==> src/rtl/sb_3320_path_pkg.sv <==
// Shared path-planning types and constants: node ids, path geometry and the sequencer state set.
// The planner and map_direction use the same definitions.
package sb_3320_path_pkg;

    localparam int N_NODES   = 10;
    localparam int NODE_W    = 5;
    localparam int PAD_NODE  = 27;
    localparam int PREV_INIT = 30;
    localparam int NONE_NODE = 31;
    localparam int IDX_W     = $clog2(N_NODES);

    typedef logic [NODE_W-1:0] node_t;
    typedef logic [IDX_W-1:0]  idx_t;

    typedef enum logic [1:0] {
        ST_IDLE  = 2'd0,
        ST_SKIP  = 2'd1,
        ST_READY = 2'd2
    } state_t;

    function automatic logic is_pad(input node_t n);
        return n == node_t'(PAD_NODE);
    endfunction

endpackage

==> src/rtl/sb_3320_path_sequencer.sv <==
// Holds one planned path, skips its leading PAD slots and steps through it one node per advance,
// presenting the (prev, cur, next) triple for direction mapping.
module sb_3320_path_sequencer
    import sb_3320_path_pkg::*;
(
    input  logic                      clk_50,
    input  logic                      rst_n,
    input  logic                      path_valid,
    input  logic [N_NODES*NODE_W-1:0] path,
    input  logic                      advance,
    input  logic                      abort,
    output logic                      busy,
    output logic                      triple_valid,
    output logic [NODE_W-1:0]         prev_node,
    output logic [NODE_W-1:0]         cur_node,
    output logic [NODE_W-1:0]         next_node,
    output logic                      at_end,
    output logic                      done,
    output logic                      error,
    output state_t                    fsm_state
);

    // Handshake: path_valid, advance and abort are single-cycle strobes sampled on the rising
    // clock edge; there is no back-pressure, so a strobe that arrives in a state that cannot use
    // it is simply dropped. Outputs are registered and change the cycle after the strobe.

    state_t state_q, state_d;
    idx_t   idx_q, idx_d;
    node_t  slots [N_NODES];
    node_t  prev_q, prev_d, cur_q, cur_d, next_q, next_d;
    logic   tv_q, tv_d, at_end_q, at_end_d, done_q, done_d, error_q, error_d;
    logic   load;

    idx_t   idx_m1, idx_m2;
    node_t  cur_slot, below1, below2;

    // Clamped neighbour indices keep every array read in range even at slot 0.
    assign idx_m1   = (idx_q  != '0) ? idx_q  - idx_t'(1) : '0;
    assign idx_m2   = (idx_m1 != '0) ? idx_m1 - idx_t'(1) : '0;
    assign cur_slot = slots[idx_q];
    assign below1   = slots[idx_m1];
    assign below2   = slots[idx_m2];

    always_comb begin
        state_d  = state_q;
        idx_d    = idx_q;
        prev_d   = prev_q;
        cur_d    = cur_q;
        next_d   = next_q;
        tv_d     = tv_q;
        at_end_d = at_end_q;
        done_d   = 1'b0;
        error_d  = error_q;
        load     = 1'b0;

        if (abort) begin
            state_d = ST_IDLE;
            tv_d    = 1'b0;
        end else begin
            case (state_q)
                ST_IDLE: begin
                    if (path_valid) begin
                        load    = 1'b1;
                        idx_d   = idx_t'(N_NODES - 1);
                        error_d = 1'b0;
                        state_d = ST_SKIP;
                    end
                end
                ST_SKIP: begin
                    if (is_pad(cur_slot)) begin
                        if (idx_q != '0) begin
                            idx_d = idx_m1;
                        end else begin
                            error_d = 1'b1;
                            state_d = ST_IDLE;
                        end
                    end else begin
                        prev_d   = node_t'(PREV_INIT);
                        cur_d    = cur_slot;
                        next_d   = (idx_q != '0) ? below1 : node_t'(NONE_NODE);
                        at_end_d = (idx_q == '0);
                        tv_d     = 1'b1;
                        state_d  = ST_READY;
                    end
                end
                ST_READY: begin
                    if (advance) begin
                        if (idx_q == '0) begin
                            done_d  = 1'b1;
                            tv_d    = 1'b0;
                            state_d = ST_IDLE;
                        end else if (is_pad(below1)) begin
                            error_d = 1'b1;
                            tv_d    = 1'b0;
                            state_d = ST_IDLE;
                        end else begin
                            idx_d    = idx_m1;
                            prev_d   = cur_q;
                            cur_d    = next_q;
                            next_d   = (idx_m1 != '0) ? below2 : node_t'(NONE_NODE);
                            at_end_d = (idx_m1 == '0);
                        end
                    end
                end
                default: begin
                    state_d = ST_IDLE;
                    tv_d    = 1'b0;
                end
            endcase
        end
    end

    always_ff @(posedge clk_50 or negedge rst_n) begin
        if (!rst_n) begin
            state_q  <= ST_IDLE;
            idx_q    <= idx_t'(N_NODES - 1);
            prev_q   <= node_t'(PREV_INIT);
            cur_q    <= node_t'(PREV_INIT);
            next_q   <= node_t'(NONE_NODE);
            tv_q     <= 1'b0;
            at_end_q <= 1'b0;
            done_q   <= 1'b0;
            error_q  <= 1'b0;
        end else begin
            state_q  <= state_d;
            idx_q    <= idx_d;
            prev_q   <= prev_d;
            cur_q    <= cur_d;
            next_q   <= next_d;
            tv_q     <= tv_d;
            at_end_q <= at_end_d;
            done_q   <= done_d;
            error_q  <= error_d;
        end
    end

    // Path storage only changes on an accepted path; reset refills it with PAD.
    always_ff @(posedge clk_50 or negedge rst_n) begin
        if (!rst_n) begin
            for (int i = 0; i < N_NODES; i++) slots[i] <= node_t'(PAD_NODE);
        end else if (load) begin
            for (int i = 0; i < N_NODES; i++) slots[i] <= path[i*NODE_W +: NODE_W];
        end
    end

    assign busy         = (state_q != ST_IDLE);
    assign triple_valid = tv_q;
    assign prev_node    = prev_q;
    assign cur_node     = cur_q;
    assign next_node    = next_q;
    assign at_end       = at_end_q;
    assign done         = done_q;
    assign error        = error_q;
    assign fsm_state    = state_q;

endmodule
==> config.mk <==
export PLATFORM = sky130hd
export DESIGN_NAME = sb_3320_path_sequencer
export DESIGN_NICKNAME = d
export VERILOG_FILES = /design/src/rtl/sb_3320_path_pkg.sv /design/src/rtl/sb_3320_path_sequencer.sv
export SDC_FILE = /design/constraint.sdc
export NUM_CORES = 1
export LEC_CHECK = 0
export CORE_ASPECT_RATIO = 0.8
export CORE_MARGIN = 2
export CORE_UTILIZATION = 59
export DETAILED_ROUTE_END_ITERATION = 10
export GPL_TIMING_DRIVEN = 0
export PLACE_DENSITY_LB_ADDON = 0.12
export RECOVER_POWER = 50
export SLEW_MARGIN = 5
export SYNTH_ARGS = -nofsm -noshare
export SYNTH_HDL_FRONTEND = slang
export SYNTH_SLANG_ARGS = --single-unit
==> constraint.sdc <==
create_clock -name clk_50 -period 8.8 [get_ports clk_50]
set_clock_uncertainty 0.1 [all_clocks]
set_input_delay 1.32 -clock clk_50 [delete_from_list [all_inputs] [get_ports clk_50]]
set_output_delay 1.32 -clock clk_50 [all_outputs]
set_load 0.02 [all_outputs]
==> results.md <==
- Area grow syn2layout: 21.0%
- Area share of the largest cell type after synthesis: 0.292
- Fin. max-slew vios: 76
- Worst r2r dst: next_node[3]$_DFFE_PN1P_
- Final Total Pwr: 2.63 mW
- Nets@finish: 618
- Rel. slew slack: -1.61
- Pwr Density: 440 nW/um^2
- Clock buffer count from CTS: 9
- Clock Tree Buf Depth: 2
- Wirelength per Cell: 22.9 microns
- Worst slew pin tran: 3.92 ns
- EDFF count, synth: 0
- Mux contribution to synthesized area: 0.274
- Final Wtd Congestion: 1.00
- Main combinational cell family by area after synthesis: multiplexers
- Seq. cell area: 1950 sq um
- Layout cells sized above 1: 0.292
- Post-CTS Resized: 0
- Die H: 85.9 microns
- Hold path endpoint: error$_DFFE_PN0P_
- Worst Reg2Reg Path Length in Cells: 16
- Core Box Area: 8020 sq um
- Ports: 77
- Row count: 29
- Initial drt markers: 456
- Failing checks: max-capacitance violations, max-slew violations
- Die width: 106 microns
- Post-Syn Instances: 470
- Commonest non-fill, non-tap cells in the layout: clkdlybuf4s50_1, mux2_2, dfstp_2, mux2i_1, nand2_1
- Via count: 4437
- Post-synthesis register bit count: 75
- Final Cycle Share: 0.692
- Drt first pass iters: 7
- Ys async rst share: 1.00
- First-pass GRT wire length: 24300 microns
- Primary FF master, synth: dfstp_2
- Post-synthesis adder-cell area fraction: 0.0177
- Non-Filler Instances: 669
- Fin Setup TNS: 0 ns
- Hold Fails Final Rpt: 0
- DR DRC count: 0
- Clk pin slew, worst setup/hold paths: 0.08 ns
- Worst setup EP type: register
- Clk_lat worst skew: 0.36 ns
- Maximum vdd drop: 0.275 mV
- Area of the multi-input gates: 2780 sq um
- Port Buffers: 75
- H-Tree Depth: 3
- Hold-fix buffers, CTS: 0
- Pleak: 2.39 nW
- Vias in the first global route: 4372
- Peak Freq: 0.164 GHz
- Initial Utilization: 0.617
- Crit path DAT: 6.30 ns
- Synth Area in Simple Gates: 0.124
- Setup violators final: 0
- HP Class: register to register
- Root buf cell: clkbuf_8
- Fillcell total: 563
- Antenna violations before repair: 0
- Register area share after synthesis: 0.393
- WHS Path Cells: 1
- WL final: 15300 microns
- Max-cap viol count: 1
- Number of clock sinks: 75
- CTS tree: done
- Compound-Gate Fraction of Synth Area: 0.144
- GR Util met2: 0.558
- Cell area after synthesis: 4950 sq um
- Kind of critical path: register to register
- CP max FO: 10
- Synth area leaders: dfstp_2, mux2_2, mux2i_1, dfrtp_1, nand2_1
- Netlist cell types: 66
- Die ar.: 9140 sq um
- Commonest non-fill, non-tap cell in the layout: clkdlybuf4s50_1
- Yosys warns: 0
- Detail Placement HPWL: 11400 microns
- Met3 usage: 0.0669
- Post-CTS setup buffer count: 0
- Reg-to-Reg Start: idx_q[1]$_DFFE_PN0P_
- Gr ovfl total: 0
- Global Route Usage Sum: 0.352
- CP required: 9.01 ns
- Largest net degree at the start of global routing: 76
- XOR/XNOR share of the synthesized area: 0.00177
- HP Start: error$_DFFE_PN0P_
- Post-route ant nets: 0
- Largest area contributor in the synthesized netlist: dfstp_2
- Inserted Diodes: 0
- RSZ-0062 raised after global routing: no
- Synthesized area per cell: 10.5 sq um
- Startpoint types: register
- Vias per cell: 6.63
- Outcome: finished, violations left
- Flop2flop setup slack: 2.71 ns
- Met1 Resource Use GR: 0.488
- Layer with the highest usage: met2
- Fin crit period: 6.09 ns
- Inst Count DP: 653
- Post-Syn Nets: 532
## sequential cells by signal, indices dropped and copies added (netlist names)
name,count
error,1
at_end,1
cur_node,5
slots,50
fsm_state,2
prev_node,5
idx_q,4
next_node,5
triple_valid,1
done,1
## per-stage QoR
step           hold WS [ns]  utilization  cell area [sq um]  setup slack (ns)
3_3_place_gp          0.389        0.728               5840              3.57
4_1_cts               0.418        0.748               6000              3.50
3_5_place_dp          0.399        0.728               5830              3.54
2_1_floorplan         0.401            -               4950              4.92
5_1_grt               0.426        0.747               5990              2.62
6_report              0.409        0.747               5990              2.71
## synthesized netlist by cell type, types with 3 or more instances
library cell and n:
a21boi_0 3, a21oi_1 9, a221oi_1 3, a31oi_1 3
and3_1 3, buf_1 5, buf_2 13, buf_6 3
clkbuf_1 13, dfrtp_1 20, dfstp_2 55, ha_1 7
inv_1 11, mux2_2 62, mux2_4 5, mux2i_1 54
nand2_1 40, nand2b_1 9, nand3_1 13, nand3b_1 3
nor2_1 23, nor2b_1 5, nor3_1 4, o21a_1 3
o21ai_0 19, o21ai_1 3, o221ai_1 10, o22a_1 6
o22ai_1 9, o31ai_1 6, o32a_1 4
## where the power goes
part	leakage (nW)	internal, mW	switching [mW]
combinational	1.48	0.689	0.917
sequential	0.829	0.605	0.187
clock	0.0831	0.102	0.134
## routing by layer
metal	vias to the layer above	routed length, microns
met5	-	0
met4	0	463
met3	47	1390
met2	284	7160
met1	2196	6280
li1	1910	-
## cells by family after synthesis
kind of cell,after synthesis
compound gates,98
flops,75
simple gates,120
xor+xnor,1
fa+ha+maj,7
buf+inv,46
mux,123
## worst max-delay path by stage
stage / slack, ns / endpoint / startpoint
final: 2.71 / next_node[3]$_DFFE_PN1P_ / idx_q[1]$_DFFE_PN0P_
after global routing: 2.62 / next_node[3]$_DFFE_PN1P_ / idx_q[1]$_DFFE_PN0P_
after CTS: 3.50 / next_node[1]$_DFFE_PN1P_ / idx_q[1]$_DFFE_PN0P_
after detailed placement: 3.54 / next_node[1]$_DFFE_PN1P_ / idx_q[1]$_DFFE_PN0P_
after global placement: 3.57 / next_node[3]$_DFFE_PN1P_ / idx_q[1]$_DFFE_PN0P_
after floorplan: 4.92 / next_node[4]$_DFFE_PN1P_ / idx_q[1]$_DFFE_PN0P_
## area by class of cell
cell class	count	area share
multi-input combinational	349	0.464
buffer	35	0.0303
clock inverter	5	0.00522
inverter	11	0.00690
clock buffer	11	0.0219
sequential	75	0.325
tap	108	0.0226
timing repair buffer	75	0.124
## worst max-delay path: stages, from the launching register on
cell and delay, ns:
dfrtp_1 0.36, buf_2 0.18, buf_1 0.37, inv_1 0.19, ha_1 0.25, nor3b_1 0.92, nor2_2 0.35, inv_1 0.24
clkbuf_1 0.55, ha_1 0.36, nand3_1 0.09, o21ai_1 0.70, clkbuf_1 0.44, nor2b_1 0.28, nand3_1 0.12, a41oi_1 0.30
mux2_4 0.21
Power figures use the tool's default switching activity.
